`config.mk`:
```
export PLATFORM = sky130hd
export DESIGN_NAME = dump_ctrl
export DESIGN_NICKNAME = d
export VERILOG_FILES = /design/src/rtl/dump_ctrl.sv
export SDC_FILE = /design/constraint.sdc
export NUM_CORES = 1
export LEC_CHECK = 0
export ABC_AREA = 1
export ABC_CLOCK_PERIOD_IN_PS = 1600
export CELL_PAD_IN_SITES_DETAIL_PLACEMENT = 0
export CELL_PAD_IN_SITES_GLOBAL_PLACEMENT = 1
export CORE_AREA = 2 2 91 93
export DETAILED_ROUTE_END_ITERATION = 12
export DIE_AREA = 0 0 93 95
export GPL_TIMING_DRIVEN = 0
export PLACE_DENSITY = 0.82
export SETUP_SLACK_MARGIN = 0.4
export SYNTH_ARGS = -nofsm -noshare
export SYNTH_HDL_FRONTEND = slang
export SYNTH_SLANG_ARGS = --single-unit
```
`constraint.sdc`:
```
create_clock -name clk -period 1.6 [get_ports clk]
set_clock_uncertainty 0.15 [all_clocks]
set_input_delay 0.48 -clock clk [delete_from_list [all_inputs] [get_ports clk]]
set_output_delay 0.48 -clock clk [all_outputs]
set_load 0.05 [all_outputs]
```
`src/rtl/dump_ctrl.sv`:
```
// dump_ctrl: sequences readout of a channel capture RAM to the UART TX.
// On strt_rd it latches the channel, starts at the oldest sample (waddr) and
// walks all ENTRIES locations of the circular buffer, sending each byte via a
// send_byte / resp_sent handshake. rd_done pulses once when the dump ends.
//
// Optional feature (compile-time macro DUMP_CHKSUM_EN): appends one extra byte,
// the modulo-256 sum of all data bytes, after the last data byte.
//
// Ports:
//   clk, rst_n              clock, asynchronous active-low reset
//   strt_rd                 one-cycle dump request (ignored while busy)
//   channel[2:0]            channel to dump (1..5), sampled at strt_rd
//   waddr                   capture write pointer = oldest sample
//   rdataCH1..rdataCH5      registered RAM read data (1-cycle latency)
//   resp_sent               UART TX finished the current byte
//   raddr                   shared RAM read address
//   dump_byte, send_byte    byte to transmit and its one-cycle start pulse
//   busy                    dump in progress
//   rd_done                 one-cycle pulse at dump completion
module dump_ctrl #(
  parameter int ENTRIES      = 384,
  parameter int LOG2_ENTRIES = 9
) (
  input  logic                    clk,
  input  logic                    rst_n,
  input  logic                    strt_rd,
  input  logic [2:0]              channel,
  input  logic [LOG2_ENTRIES-1:0] waddr,
  input  logic [7:0]              rdataCH1,
  input  logic [7:0]              rdataCH2,
  input  logic [7:0]              rdataCH3,
  input  logic [7:0]              rdataCH4,
  input  logic [7:0]              rdataCH5,
  input  logic                    resp_sent,
  output logic [LOG2_ENTRIES-1:0] raddr,
  output logic [7:0]              dump_byte,
  output logic                    send_byte,
  output logic                    busy,
  output logic                    rd_done
);

  localparam logic [LOG2_ENTRIES-1:0] LAST = LOG2_ENTRIES'(ENTRIES - 1);

  typedef enum logic [2:0] {
    S_IDLE,
    S_RD,
    S_LATCH,
    S_WAIT,
    S_DONE
`ifdef DUMP_CHKSUM_EN
    , S_CHK
`endif
  } state_t;

  state_t                  state, state_n;
  logic [2:0]              ch_q, ch_n;
  logic [LOG2_ENTRIES-1:0] cnt, cnt_n;
  logic [LOG2_ENTRIES-1:0] raddr_n;
  logic [7:0]              dump_n;
  logic                    send_n, busy_n, done_n;
  logic [7:0]              rd_sel;
`ifdef DUMP_CHKSUM_EN
  logic [7:0]              sum, sum_n;
  // Set once the checksum byte is in flight, so WAIT knows it is the final byte.
  logic                    chk_ph, chk_n;
`endif

  always_comb begin
    unique case (ch_q)
      3'd1:    rd_sel = rdataCH1;
      3'd2:    rd_sel = rdataCH2;
      3'd3:    rd_sel = rdataCH3;
      3'd4:    rd_sel = rdataCH4;
      3'd5:    rd_sel = rdataCH5;
      default: rd_sel = '0;
    endcase
  end

  always_comb begin
    state_n = state;
    ch_n    = ch_q;
    cnt_n   = cnt;
    raddr_n = raddr;
    dump_n  = dump_byte;
    send_n  = 1'b0;
    busy_n  = busy;
    done_n  = 1'b0;
`ifdef DUMP_CHKSUM_EN
    sum_n   = sum;
    chk_n   = chk_ph;
`endif
    case (state)
      S_IDLE: begin
        if (strt_rd) begin
          ch_n    = channel;
          raddr_n = (waddr <= LAST) ? waddr : '0;
          cnt_n   = '0;
          busy_n  = 1'b1;
          state_n = S_RD;
`ifdef DUMP_CHKSUM_EN
          sum_n   = '0;
          chk_n   = 1'b0;
`endif
        end
      end
      S_RD: state_n = S_LATCH;
      S_LATCH: begin
        dump_n  = rd_sel;
        send_n  = 1'b1;
        state_n = S_WAIT;
`ifdef DUMP_CHKSUM_EN
        sum_n   = sum + rd_sel;
`endif
      end
      S_WAIT: begin
        if (resp_sent) begin
`ifdef DUMP_CHKSUM_EN
          if (chk_ph) state_n = S_DONE;
          else
`endif
          if (cnt == LAST) begin
`ifdef DUMP_CHKSUM_EN
            state_n = S_CHK;
`else
            state_n = S_DONE;
`endif
          end else begin
            cnt_n   = cnt + 1'b1;
            raddr_n = (raddr == LAST) ? '0 : raddr + 1'b1;
            state_n = S_RD;
          end
        end
      end
`ifdef DUMP_CHKSUM_EN
      S_CHK: begin
        dump_n  = sum;
        send_n  = 1'b1;
        chk_n   = 1'b1;
        state_n = S_WAIT;
      end
`endif
      S_DONE: begin
        done_n  = 1'b1;
        busy_n  = 1'b0;
        state_n = S_IDLE;
      end
      default: state_n = S_IDLE;
    endcase
  end

  always_ff @(posedge clk or negedge rst_n) begin
    if (!rst_n) begin
      state     <= S_IDLE;
      ch_q      <= '0;
      cnt       <= '0;
      raddr     <= '0;
      dump_byte <= '0;
      send_byte <= 1'b0;
      busy      <= 1'b0;
      rd_done   <= 1'b0;
`ifdef DUMP_CHKSUM_EN
      sum       <= '0;
      chk_ph    <= 1'b0;
`endif
    end else begin
      state     <= state_n;
      ch_q      <= ch_n;
      cnt       <= cnt_n;
      raddr     <= raddr_n;
      dump_byte <= dump_n;
      send_byte <= send_n;
      busy      <= busy_n;
      rd_done   <= done_n;
`ifdef DUMP_CHKSUM_EN
      sum       <= sum_n;
      chk_ph    <= chk_n;
`endif
    end
  end

endmodule

```
# Word level (Yosys, flattened, before mapping)
# Index checks and enable logic that the tools add are counted.
[word_totals]
latch_bits = 0
register_bits = 35
mem_bits_rw = 0
memories = 0
in_bits = 56
word_cells = 51
output_inout_bits = 20
mem_bits_ro = 0
[classes]
n_lt_le_gt_ge = 1
mul = 0
reduce_logical = 7
div = 0
shift = 0
n_eq_ne = 14
n_mux = 19
n_bitwise = 0
n_addsub = 2
[ops]
columns = ["cell", "count"]
rows = [
  ["$mux 9", 8],
  ["$pmux 8 s5", 1],
  ["$pmux 9 s2", 2],
  ["$add 9x1->9 const B", 2],
  ["$eq 9x9->1 const B", 2],
  ["$eq 3x2->1 const B", 4],
  ["$pmux 3 s4", 1],
  ["$eq 3x3->1 const B", 3],
  ["$le 9x9->1 const B", 1],
  ["$mux 3", 3],
  ["$eq 3x1->1 const B", 2],
  ["$ne 2x2->1 const B", 3],
  ["$reduce_and 2->1", 3],
  ["$reduce_and 4->1", 1],
  ["$reduce_bool 2->1", 2],
  ["$logic_not 3->1", 1],
  ["$mux 1", 3],
  ["$pmux 1 s2", 1],
]

# Depth between registers and ports, before layout
[depth]
ltp_word = 5
depth_mapped = 10
depth_no_buf = 10

# Least setup slack after synthesis
# OpenSTA, ideal clock, no wires.
[synth_timing]
path_type = "reg2reg"
from = "register raddr[0]"
to = "register raddr[7]"
setup_ns = 0.118
path_buffers = 0
slack_ns = -0.325
required_time_ns = 1.332
stages_incl_launch_ff = 11
arrival_time_ns = 1.657
period_less_slack_ns = 1.925
path_cell_list = "dfrtp_1 ha_1 nand2_1 nor2_1 nand3_1 nand2_1 inv_1 nand2_1 nand2_1 nand2_1 nand2_1"
[synth_via]
elab_chain_len = 5
word_cells_on_any_way = 6
cone_classes = "1 x add/sub; 1 x eq/ne; 4 x mux"
[synth_lines]
columns = ["element", "line", "source"]
rows = [
  ["from (decl)", "35", "output logic [LOG2_ENTRIES-1:0] raddr,"],
  ["from (signal assigned)", "169", "raddr <= raddr_n;"],
  ["$add 9x1->9 or $eq 9x9->1 (tied branches)", "129", "raddr_n = (raddr == LAST) ? '0 : raddr + 1'b1;"],
  ["$mux 9 *", "129", ""],
  ["$mux 9 *", "121", "if (cnt == LAST) begin"],
  ["$mux 9 *", "116", "if (resp_sent) begin"],
  ["$pmux 9 s2 *", "92", "case (state)"],
]
# Mark *: on every way between the ends. The rest lies on a longest branch, timed or not. The select of a mux whose other input is x is not followed.
# A chain may end at the register's enable or synchronous reset.

# Worst setup path in the final report
[layout_timing]
from = "register state[1]"
to = "register raddr[6]"
[layout_via]
elab_chain_len = 3
word_cells_on_any_way = 8
cone_classes = "4 x eq/ne; 1 x mux; 3 x reduce/logical"
[layout_lines]
columns = ["element", "line", "source"]
rows = [
  ["from (decl)", "55", "state_t state, state_n;"],
  ["from (signal assigned)", "166", "state <= state_n;"],
  ["$eq 3x2->1 or $logic_not 3->1 (tied branches)", "92", ""],
  ["$ne 2x2->1 (no source line) or $reduce_bool 2->1 (tied branches)", "--", ""],
  ["$reduce_and 4->1 (no source line)", "--", ""],
]
# Parallel ways exist; a longest one is shown, timed or not.

==> results.txt <==
CTS clk-pin slew, worst paths: 0.08 ns
r2r worst-path depth: 7
TritonCTS Buffers: 5
power per standard cell area: 1747 nW/um2
ANT cells: 0
Final Cycle Share: 102.3%
number of synthesized flops with an enable pin: 0
leak pwr: 1.977 nW
Tot GR Track Use: 16.42%
worst hold path class: in -> async
RSZ-0062 raised after global routing: true
CTS tree: yes
height of the die: 95 um
synthesized area per cell: 6.715 um2
Final WS setup: -0.03621 ns
Reg2Reg Setup Slack: -0.04 ns
grt ovf: 0
CP max FO: 10
routed vias: 2594
Synth Register Bits: 35
pre-CTS setup slack: -0.4010 ns
total of max-cap violations: 0
Detailed Route WL: 7390 um
total core area: 7928 um2
CTS Buffer Depth: 2
DP HPWL: 4714 um
Die X: 93 um
Synth area leaders: dfrtp_1 41%, nand2_1 24%, nand3_1 7.2%, inv_1 4.9%, nor2_1 3.5%
Reg-to-Reg End: raddr[6]
Cell variety after synth: 26
Synth top area share: 40.51%
Setup crit end kind: flop
post-synthesis net count: 380
Max Clk Rate: 611.2 MHz
Vias/cell: 4.616
DR WL/cell: 13.15 um
Final Hold Fails: 0
H-Tree Level Count: 2
# port buffers: 75
Critical Path RT: 1.63 ns
Setup CP Type: reg -> reg
Worst-Margin Slew: 0.8557 ns
failing checks: setup timing
Slowest cell on crit path: dfrtp_2
Async SR Flop Fraction: 100.0%
root buffer cell: clkbuf_8
Core Rows: 33
global-route wire length before repair: 11570 um
Worst Path Arrival: 1.67 ns
post-route ant nets: 0
Area Growth Syn to Fin: 91.84%
NumNets Final: 514
Worst-Skew Late Latency: 0.29 ns
CP max stage delay: 0.45 ns
layout cells sized above 1: 42.67%
Mapped Cells: 322
initial antenna violation count: 0
drt first pass iters: 4
die area: 8835 um2
number of cells on the critical path: 7
initial DRC count: 109
main flop type after synthesis: dfrtp_1
Slew headroom: 42.95%
crit-path cells: nand2_2, nor2_4, buf_12, buf_2, nor2_1, a21oi_1, o21ai_2
run status: finished, violations left
pin count of the biggest net entering global routing: 36
Placer Congestion: 0.8188
Seq/Total Area, Yosys: 40.51%
max-slew violations: 0
placed cell areas: 3143 um2
Final Util: 52.32%
most numerous cell in the Yosys netlist: nand2_1
Ys Warns: 0
Sink Count: 35
Critical path buffers and inverters: 2
worst reg2reg path startpoint: state[1]
Starting Density: 27.27%
maximum VDD drop: 0.7998 mV
post-layout min period: 1.636 ns
CP top delay family: flip-flops
# setup viols final: 13
vias in the first global route: 2498
DRC errors left: 0
synth cell count leaders: 141 x nand2_1, 35 x dfrtp_1, 31 x nand3_1
Synth area leader: dfrtp_1
post-route cell area: 4148 um2
Mapped Area: 2162 um2
crit start category: flop
io pins: 76
-- power breakdown --
part	total, W	internal, W	switching (W)
Clock	0.000621	0.000305	0.000316
Sequential	0.00158	0.00121	0.000378
Combinational	0.00504	0.00239	0.00265
-- placed cells by master (no fill, tap or decap), types with 6 or more instances in the layout --
cell,Yosys,layout
dfrtp_1,35,9
a21oi_1,7,6
nor2_2,1,7
nand2_2,1,30
buf_4,0,32
clkdlybuf4s50_1,0,52
nor2_1,20,11
dfrtp_2,0,26
nor3_4,0,6
inv_1,28,22
o21ai_1,11,11
buf_6,2,17
nand2_4,1,7
nand3_1,31,24
o21ai_2,0,9
buf_8,0,21
nand2_1,141,105
o21ai_0,15,6
-- flip-flops by register name (all words and copies together), names as in the netlist --
name / cells
dump_byte: 8
rd_done: 1
cnt: 9
state: 3
raddr: 9
busy: 1
ch_q: 3
send_byte: 1
-- final cells by class --
cell class	count	area (um2)
fill	767	3780
multi-input combinational	252	1491
timing repair buffer	127	1355
sequential	35	908.4
inverter	30	132.6
tap	105	131.4
clock buffer	7	76.32
buffer	5	47.55
clock inverter	1	5.005
-- cell families (layout without fill, tap and decap cells) --
kind of cell | Yosys count | count (layout) | share of synthesized area [%]
compound gates | 36 | 36 | 8.622
buf+inv | 35 | 170 | 6.944
xor+xnor | 3 | 3 | 1.215
simple gates | 211 | 211 | 41.55
flops | 35 | 35 | 40.51
fa+ha+maj | 2 | 2 | 1.157
-- worst register-to-register path, stage by stage, from the launching register on --
cell and delay (ns):
dfrtp_2 0.45, nand2_2 0.09, nor2_4 0.17, buf_12 0.12
buf_2 0.22, nor2_1 0.07, a21oi_1 0.19, o21ai_2 0.07
-- worst max path at each step --
| stage | startpoint | to |
|---|---|---|
| after floorplan | raddr[0] | raddr[7] |
| after global placement | rst_n | busy |
| after detailed placement | resp_sent | raddr[6] |
| after CTS | state[1] | cnt[6] |
| after global routing | state[1] | cnt[0] |
| final | state[1] | raddr[6] |
-- stage by stage --
step	power (W)	std cells	setup TNS, ns	hold WS [ns]
2_1_floorplan	0.003510	322	0	0.03441
3_3_place_gp	0.004454	502	-48.88	0.3203
3_5_place_dp	0.004494	502	-11.76	0.3224
4_1_cts	0.006416	545	-0.07192	0.1608
5_1_grt	0.007725	562	-1.418	0.1898
6_report	0.007246	562	-0.1234	0.1402
-- repair_timing --
action	in CTS	in global routing
gates cloned	2	0
pin swaps	17	51
hold buffers	0	0
endpoints found under the setup margin	54	54
hold endpoints to repair	0	0
buffers inserted	33	17
gates resized for setup	208	76
-- routing by layer --
metal  global-route usage, %  part of all wire [%]  vias to the layer above
met5                       0                     0                        -
met4                   4.412                   1.9                        0
met3                   2.554                   2.4                       14
met2                   30.25                    56                       48
met1                   19.88                    40                     1230
li1                        -                     -                     1302
Note: power is estimated with default switching activity, not from simulation.
